`src/rtl/clk_div_bank.sv`:
```
// Bank of independent programmable clock dividers with shadowed configuration,
// phase offset, shared sync restart and glitch-free registered outputs.
module clk_div_bank #(
  parameter int          CH         = 4,
  parameter int          W          = 32,
  parameter int unsigned DEF_PERIOD = 1000,
  parameter int unsigned DEF_HIGH   = 500,
  parameter int unsigned DEF_PHASE  = 0,
  localparam int         CW         = (CH > 1) ? $clog2(CH) : 1
) (
  input  logic            clk,
  input  logic            phase_rst,
  input  logic [CH-1:0]   en,
  input  logic            sync,
  input  logic            cfg_wr,
  input  logic [CW-1:0]   cfg_ch,
  input  logic [W-1:0]    cfg_period,
  input  logic [W-1:0]    cfg_high,
  input  logic [W-1:0]    cfg_phase,
  output logic [CH-1:0]   cfg_pending,
  output logic [CH-1:0]   clk_div,
  output logic [CH-1:0]   tick,
  output logic [CH*W-1:0] cnt
);

  localparam logic [W-1:0]  DP     = W'(DEF_PERIOD);
  localparam logic [W-1:0]  DH     = W'(DEF_HIGH);
  localparam logic [W-1:0]  DPH    = W'(DEF_PHASE);
  localparam logic [CW:0]   CH_LIM = (CW + 1)'(CH);
  localparam logic [W-1:0]  ONE    = W'(1);

  logic ch_ok;
  assign ch_ok = ({1'b0, cfg_ch} < CH_LIM);

  for (genvar k = 0; k < CH; k++) begin : g_ch
    logic [W-1:0] sh_period_q, sh_high_q, sh_phase_q;
    logic [W-1:0] ac_period_q, ac_high_q, ac_phase_q;
    logic [W-1:0] cnt_q, cnt_d;
    logic         pend_q, pend_d;
    logic         en_q;
    logic         div_q, div_d;
    logic         tick_q, tick_d;
    logic         wr_hit, rise, restart, wrap, apply;
    logic [W-1:0] nx_period, nx_high, nx_phase, eff_phase;

    always_comb begin
      wr_hit  = cfg_wr && ch_ok && (cfg_ch == CW'(k));
      rise    = en[k] && !en_q;
      restart = en[k] && (rise || sync);
      wrap    = en[k] && en_q && (ac_period_q != '0) && (cnt_q == ac_period_q - ONE);
      apply   = wrap || restart || !en[k] || (ac_period_q == '0);

      // Apply always takes the shadow as it stood before this edge, so a
      // coincident write survives in the shadow and stays pending.
      nx_period = apply ? sh_period_q : ac_period_q;
      nx_high   = apply ? sh_high_q   : ac_high_q;
      nx_phase  = apply ? sh_phase_q  : ac_phase_q;
      eff_phase = (nx_phase < nx_period) ? nx_phase : '0;

      pend_d = pend_q;
      if (apply)  pend_d = 1'b0;
      if (wr_hit) pend_d = 1'b1;

      cnt_d  = '0;
      tick_d = 1'b0;
      if (!en[k] || nx_period == '0) begin
        cnt_d  = '0;
        tick_d = 1'b0;
      end else if (restart) begin
        cnt_d  = eff_phase;
        tick_d = 1'b1;
      end else if (wrap) begin
        cnt_d  = '0;
        tick_d = 1'b1;
      end else begin
        cnt_d  = cnt_q + ONE;
        tick_d = 1'b0;
      end

      div_d = en[k] && (nx_period != '0) && (cnt_d < nx_high);
    end

    always_ff @(posedge clk or posedge phase_rst) begin
      if (phase_rst) begin
        sh_period_q <= DP;
        sh_high_q   <= DH;
        sh_phase_q  <= DPH;
        ac_period_q <= DP;
        ac_high_q   <= DH;
        ac_phase_q  <= DPH;
        cnt_q       <= '0;
        pend_q      <= 1'b0;
        en_q        <= 1'b0;
        div_q       <= 1'b0;
        tick_q      <= 1'b0;
      end else begin
        if (wr_hit) begin
          sh_period_q <= cfg_period;
          sh_high_q   <= cfg_high;
          sh_phase_q  <= cfg_phase;
        end
        ac_period_q <= nx_period;
        ac_high_q   <= nx_high;
        ac_phase_q  <= nx_phase;
        cnt_q       <= cnt_d;
        pend_q      <= pend_d;
        en_q        <= en[k];
        div_q       <= div_d;
        tick_q      <= tick_d;
      end
    end

    assign cnt[k*W +: W] = cnt_q;
    assign cfg_pending[k] = pend_q;
    assign clk_div[k]     = div_q;
    assign tick[k]        = tick_q;
  end

endmodule

```
`config.mk`:
```
export PLATFORM = sky130hd
export DESIGN_NAME = clk_div_bank
export DESIGN_NICKNAME = d
export VERILOG_FILES = /design/src/rtl/clk_div_bank.sv
export SDC_FILE = /design/constraint.sdc
export NUM_CORES = 2
export LEC_CHECK = 0
export CORE_ASPECT_RATIO = 0.8
export CORE_MARGIN = 4
export CORE_UTILIZATION = 61
export DETAILED_ROUTE_END_ITERATION = 12
export PLACE_DENSITY = 0.89
export SETUP_SLACK_MARGIN = 0.2
export SLEW_MARGIN = 5
export SYNTH_ARGS = -nofsm -noshare
export SYNTH_HDL_FRONTEND = slang
export SYNTH_SLANG_ARGS = --single-unit
```
`constraint.sdc`:
```
create_clock -name clk -period 37.9 [get_ports clk]
set_input_delay 5.685 -clock clk [delete_from_list [all_inputs] [get_ports clk]]
set_output_delay 5.685 -clock clk [all_outputs]
set_load 0.02 [all_outputs]
```
Word-level counts from Yosys, hierarchy flattened
Index checks and enable logic that the tools add are counted.
{ "totals": {"ff_bits": 912, "latch_bits": 0, "ram_bits": 0, "rom_bits": 0, "output_inout_bits": 140, "memories": 0} }
{ "classes": {"n_addsub": 8, "n_mul": 0, "n_div": 0, "magnitude_cmp": 8, "eq_ne": 7, "shift": 0, "mux": 48, "bitwise_logic": 0, "reduce_logical": 81} }
{ "op_table": {"columns": ["cell", "count"], "rows": [
  ["$mux W32", 28],
  ["$logic_not A32 Y1", 8],
  ["$lt A32 B32 Y1", 8],
  ["$reduce_bool A32 Y1", 8],
  ["$add A32 B1 Y32 const B", 4],
  ["$eq A32 B32 Y1", 4],
  ["$sub A32 B1 Y32 const B", 4],
  ["$logic_and A1 B1 Y1", 32],
  ["$logic_or A1 B1 Y1", 20],
  ["$mux W1", 20],
  ["$logic_not A1 Y1", 8],
  ["$reduce_bool A2 Y1", 4],
  ["$eq A2 B2 Y1 const B", 2],
  ["$eq A2 B1 Y1 const B", 1],
  ["$logic_not A2 Y1", 1]
]} }

Depth between registers and ports, before layout
{ "depth": {"word_depth": 14, "mapped_depth": 42, "ltp_nobuf": 37} }

Worst setup path after synthesis
OpenSTA, ideal clock, no wires.
{ "synth_timing": {"path_kind": "input port to flip-flop", "from": "input port en[1]", "to": "register g_ch[1].div_q", "setup_time_ns": 0.067, "arrival_time_ns": 11.521, "path_slack_ns": 26.312, "cell_stages": 33, "n_path_buf": 5, "cell_sequence": "a21boi_1 > nor3b_1 > nand4b_4 > nand2_1 > buf_2 > buf_2 > buf_2 > mux2i_1 > ha_1 > a21oi_1 > nor2b_1 > o21ai_0 > nand2b_1 > a21oi_1 > o21ai_0 > nor3_1 > a31oi_1 > or4b_1 > buf_6 > buf_6 > o32ai_2 > ha_1 > a21o_1 > a21o_1 > a21o_1 > a21o_1 > a21o_1 > a21oi_1 > nor2b_1 > o21ai_0 > a21oi_1 > a2111oi_0 > o311a_1"} }
{ "synth_via": {"elab_chain_len": 13, "word_cells_on_any_way": 24, "classes_between": "2 x order compare; 7 x mux; 15 x reduce/logical"} }
{ "synth_lines": {"columns": ["element", "line", "source"], "rows": [
  ["start, declared", "13", "input logic [CH-1:0] en,"],
  ["$logic_and A1 B1 Y1 (on tied branches)", "50, 48", null],
  ["$logic_and A1 B1 Y1 or $logic_or A1 B1 Y1 (tied branches)", "50, 49", null],
  ["$logic_and A1 B1 Y1 (on tied branches)", "50, 49", null],
  ["$logic_or A1 B1 Y1 (3 in a row)", "51", "apply = wrap || restart || !en[k] || (ac_period_q == '0);"],
  ["$mux W32 (on tied branches)", "57, 55", null],
  ["$lt A32 B32 Y1", "58", "eff_phase = (nx_phase < nx_period) ? nx_phase : '0;"],
  ["$mux W32", "58", null],
  ["$mux W32", "69", "end else if (restart) begin"],
  ["$mux W32 *", "66", "if (!en[k] || nx_period == '0) begin"],
  ["named net g_ch[1].cnt_d[17]", "38", "logic [W-1:0] cnt_q, cnt_d;"],
  ["$lt A32 B32 Y1 *", "80", "div_d = en[k] && (nx_period != '0) && (cnt_d < nx_high);"],
  ["$logic_and A1 B1 Y1 *", "80", null],
  ["named net g_ch[1].div_d", "41", "logic div_q, div_d;"],
  ["end signal, assigned", "108", "div_q <= div_d;"],
  ["end, declared", "41", null]
]} }
Mark *: on every way through the listed nets, which the timed path passes. The rest lies on a longest branch.
A chain may end at the register's enable or synchronous reset.

Worst setup path in the final report
{ "layout_timing": {"from": "input port en[1]", "to": "register g_ch[1].div_q"} }
{ "layout_via": {"elab_chain_len": 13, "word_cells_on_any_way": 24, "classes_between": "2 x order compare; 7 x mux; 15 x reduce/logical"} }
{ "layout_lines": {"columns": ["element", "line", "source"], "rows": [
  ["$logic_and A1 B1 Y1 (on tied branches)", "50, 48", null],
  ["$logic_and A1 B1 Y1 or $logic_or A1 B1 Y1 (tied branches)", "50, 49", null],
  ["$logic_and A1 B1 Y1 (on tied branches)", "50, 49", null],
  ["$logic_or A1 B1 Y1", "51", null],
  ["$logic_or A1 B1 Y1 * (2 in a row)", "51", null],
  ["$mux W32 *", "57", "nx_phase = apply ? sh_phase_q : ac_phase_q;"],
  ["named net g_ch[1].nx_phase[17]", "44", "logic [W-1:0] nx_period, nx_high, nx_phase, eff_phase;"],
  ["$lt A32 B32 Y1 *", "58", null],
  ["$mux W32 *", "58", null],
  ["$mux W32 *", "69", null],
  ["$mux W32 *", "66", null],
  ["named net g_ch[1].cnt_d[5]", "38", null],
  ["$lt A32 B32 Y1 *", "80", null],
  ["$logic_and A1 B1 Y1 *", "80", null],
  ["named net g_ch[1].div_d", "41", null]
]} }
Marked as above.

==> summary.txt <==
Clock network
  • Hold_buf cts: 0
  • Worst-case clock buffer depth: 3
  • Clk pin slew, worst setup/hold paths: 0.07 ns
  • # H-tree levels: 3
  • Post-CTS sizing: 0
  • Root buf cell: clkbuf_16
  • Clock Latency Late Sink: 0.67 ns
  • TritonCTS clock tree: done
  • Total CTS buffers: 88
  • Setup Buffers After CTS: 0
  • Sink Count: 912

Floorplanning
  • Die Ht: 258 um
  • Die width: 320 um
  • I/O pins: 246
  • Cell Rows: 91
  • Core ar.: 0.0772 mm2
  • Starting density of the core: 0.617
  • Die ar.: 0.0827 mm2

Timing
  • Worst-Margin Slew: 1.13 ns
  • Maximum clock frequency: 73.2 MHz
  • Final Max Slew Viols: 0
  • RSZ-0062 raised after global routing: false
  • Min Tclk post-route: 13.66 ns
  • Tcrit/Tclk final: 0.360
  • WHS: 0.485 ns
  • Fin. Hold Viols: 0
  • Clk_skew: 0.0232 ns
  • Post-Route Setup TNS: 0 ns
  • Final setup viols: 0
  • Slew headroom: 0.244

Final layout
  • Fin nets: 4689
  • Share of cells above drive strength 1: 0.199
  • Area delta synth->final: 13.7%
  • Final Instance Area: 0.0542 mm2

GRT
  • Initial antenna violation count: 32
  • Grt total ovfl: 0
  • Vias in the first global route: 35719
  • Tot GR Track Use: 0.366
  • First-pass GRT wire length: 228000 um
  • Largest net degree at the start of global routing: 187

Synthesis
  • Top_reg_cell synth: dfrtp_1
  • Synth top area cells: dfrtp_1 43%, mux2_2 12%, ha_1 6.8%
  • Seq cells post-synth: 912
  • Post-synth top area cell: dfrtp_1
  • Synth Area per Inst: 11.5 um2
  • Net Count, Synth: 4492
  • Post-synthesis mux area share: 0.173
  • Yosys cell types: 89
  • Largest family of logic cells by synthesized area: multiplexers
  • Post-synth top cells: 816 x dfrtp_1, 508 x mux2_2, 319 x inv_1
  • Seq/Total Area, Yosys: 0.482
  • Synth Area in Compound Gates: 0.0773
  • Number of enable flip-flop cells after synthesis: 0
  • Cell area after synthesis: 0.0476 mm2
  • Post-Synth XOR/XNOR Area: 0.0507
  • Synth async-reset ratio: 1.00
  • Most frequent cell after synthesis: dfrtp_1
  • Synth top area share: 0.429
  • Simple-Gate Fraction of Synth Area: 0.107
  • Post-synthesis cell count: 4126
  • Syn. warnings: 0
  • Post-Synth Adder-Cell Area: 0.0683

Pwr
  • Switching Share: 0.336
  • P_sw: 1.06 mW
  • Lkg Pwr: 24.4 nW
  • Clk pwr share: 0.305
  • Sequential fraction of design power: 0.436
  • Gate power share: 0.259
  • Worst vdd ir: 48.2 uV
  • Overall Power: 3.14 mW
  • P_int: 2.08 mW
  • P per Cell Area: 58.0 mW/mm2

Critical path
  • Max Fanout on Critical Path: 58
  • Req. time, crit path: 38.51 ns
  • Most Frequent Cell on Critical Path: a21oi_1
  • Type of origin of the critical path: input pin
  • R2r worst-path depth: 35
  • CP arrival: 14.27 ns
  • Setup crit end kind: flip-flop
  • Critical path class: input pin to flip-flop
  • Largest stage delay on the critical path: 0.77 ns
  • Crit path max-delay cell type: buf_4

Hold path
  • Hold Crit Depth: 1
  • Min-Delay Path Class: flip-flop to flip-flop

Detailed routing
  • DR pass1 iterations: 6
  • Number of routed nets with antenna violations: 0
  • 1st-iter DRT viols: 4345
  • Via count: 35560
  • Total Wirelength: 153000 um
  • Via/cell ratio: 6.53
  • Wirelength per Cell: 28.1 um
  • # DRC: 0

Placement
  • Final HPWL DP: 108000 um
  • GPL Wtd Cong: 0.987
  • I/O Buffers: 245
  • Area post-placement: 0.0510 mm2

Outcome
  • Status: finished, final reports clean

Run
  • Max-cap violations: 0
registers in the layout, indices dropped and copies added, names as in the netlist, 126 cells and up, named ones only:
register / count
g_ch.ac_high_q: 128
g_ch.ac_period_q: 128
g_ch.cnt_q: 128
g_ch.sh_high_q: 128
g_ch.sh_period_q: 128
g_ch.sh_phase_q: 128
g_ch.ac_phase_q: 126
layout make-up:
cell class | count | area [um2]
inverters | 319 | 1200
clock buffers | 115 | 2500
diodes | 26 | 65.1
repair buffers | 283 | 2780
fillers | 5167 | 23000
flip-flops and latches | 912 | 22900
clock inverters | 50 | 643
well taps | 1023 | 1280
multi-input cells | 2719 | 22800
power by group through the flow:
stage	combinational (mW)	clock [mW]	sequential, mW
finish	0.814	0.957	1.37
global route	0.885	1.00	1.38
CTS	0.800	0.959	1.36
detailed placement	0.782	0	1.37
global placement	0.753	0	1.36
floorplan	0.551	0	1.31
worst max-delay path: cells and delay by family:
kind / cells / cell delay [ns]
buffers and inverters: 5 / 1.85
adders and majority gates: 2 / 0.62
and+or+nand+nor: 8 / 2.47
AOI/OAI and AO/OA: 15 / 3.22
muxes: 1 / 0.38
kinds of logic after synthesis:
group	after synthesis
flops	912
mux	759
buf+inv	495
fa+ha+maj	260
xor+xnor	276
compound gates	503
simple gates	921
routing by layer:
| layer | share of wire | global-route usage | routed length [um] |
|---|---|---|---|
| met1 | 0.37 | 0.465 | 57200 |
| met2 | 0.44 | 0.541 | 67200 |
| met3 | 0.12 | 0.129 | 18500 |
| met4 | 0.065 | 0.219 | 9890 |
| met5 | 0.00047 | 0 | 72 |
placed cells by master, fill, tap and decap left out, types with 40 or more instances in the layout:
cell / n
a21o_1: 67
a21oi_1: 103
clkbuf_16: 90
clkdlybuf4s50_1: 245
dfrtp_1: 816
dfstp_2: 96
ha_1: 260
inv_1: 318
mux2_2: 508
mux2i_1: 251
nand2_1: 139
nand3_1: 120
nand4_1: 96
nor2_1: 156
nor2b_1: 40
nor3_1: 64
nor4_1: 81
o21ai_0: 75
xnor2_1: 145
xor2_1: 131
stage by stage:
stage,utilization,setup WS [ns],std cells
2_1_floorplan,-,6.73,4126
3_3_place_gp,0.660,24.06,5256
3_5_place_dp,0.660,23.75,5256
4_1_cts,0.701,24.38,5421
5_1_grt,0.701,23.73,5427
6_report,0.702,24.24,5447
final timing paths:
| path | startpoint | endpoint | slack [ns] |
|---|---|---|---|
| max | en[1] | g_ch[1].div_q | 24.24 |
| min | g_ch[0].pend_q | g_ch[0].pend_q | 0.49 |
| max reg2reg | g_ch[1].ac_period_q[0] | g_ch[1].div_q | 27.68 |
| min reg2reg | g_ch[0].pend_q | g_ch[0].pend_q | 0.49 |
| max in group asynchronous | phase_rst | g_ch[2].sh_phase_q[20] | 29.07 |
| min in group asynchronous | phase_rst | g_ch[1].tick_q | 5.60 |
No activity file was read; power rests on OpenSTA's default activity.
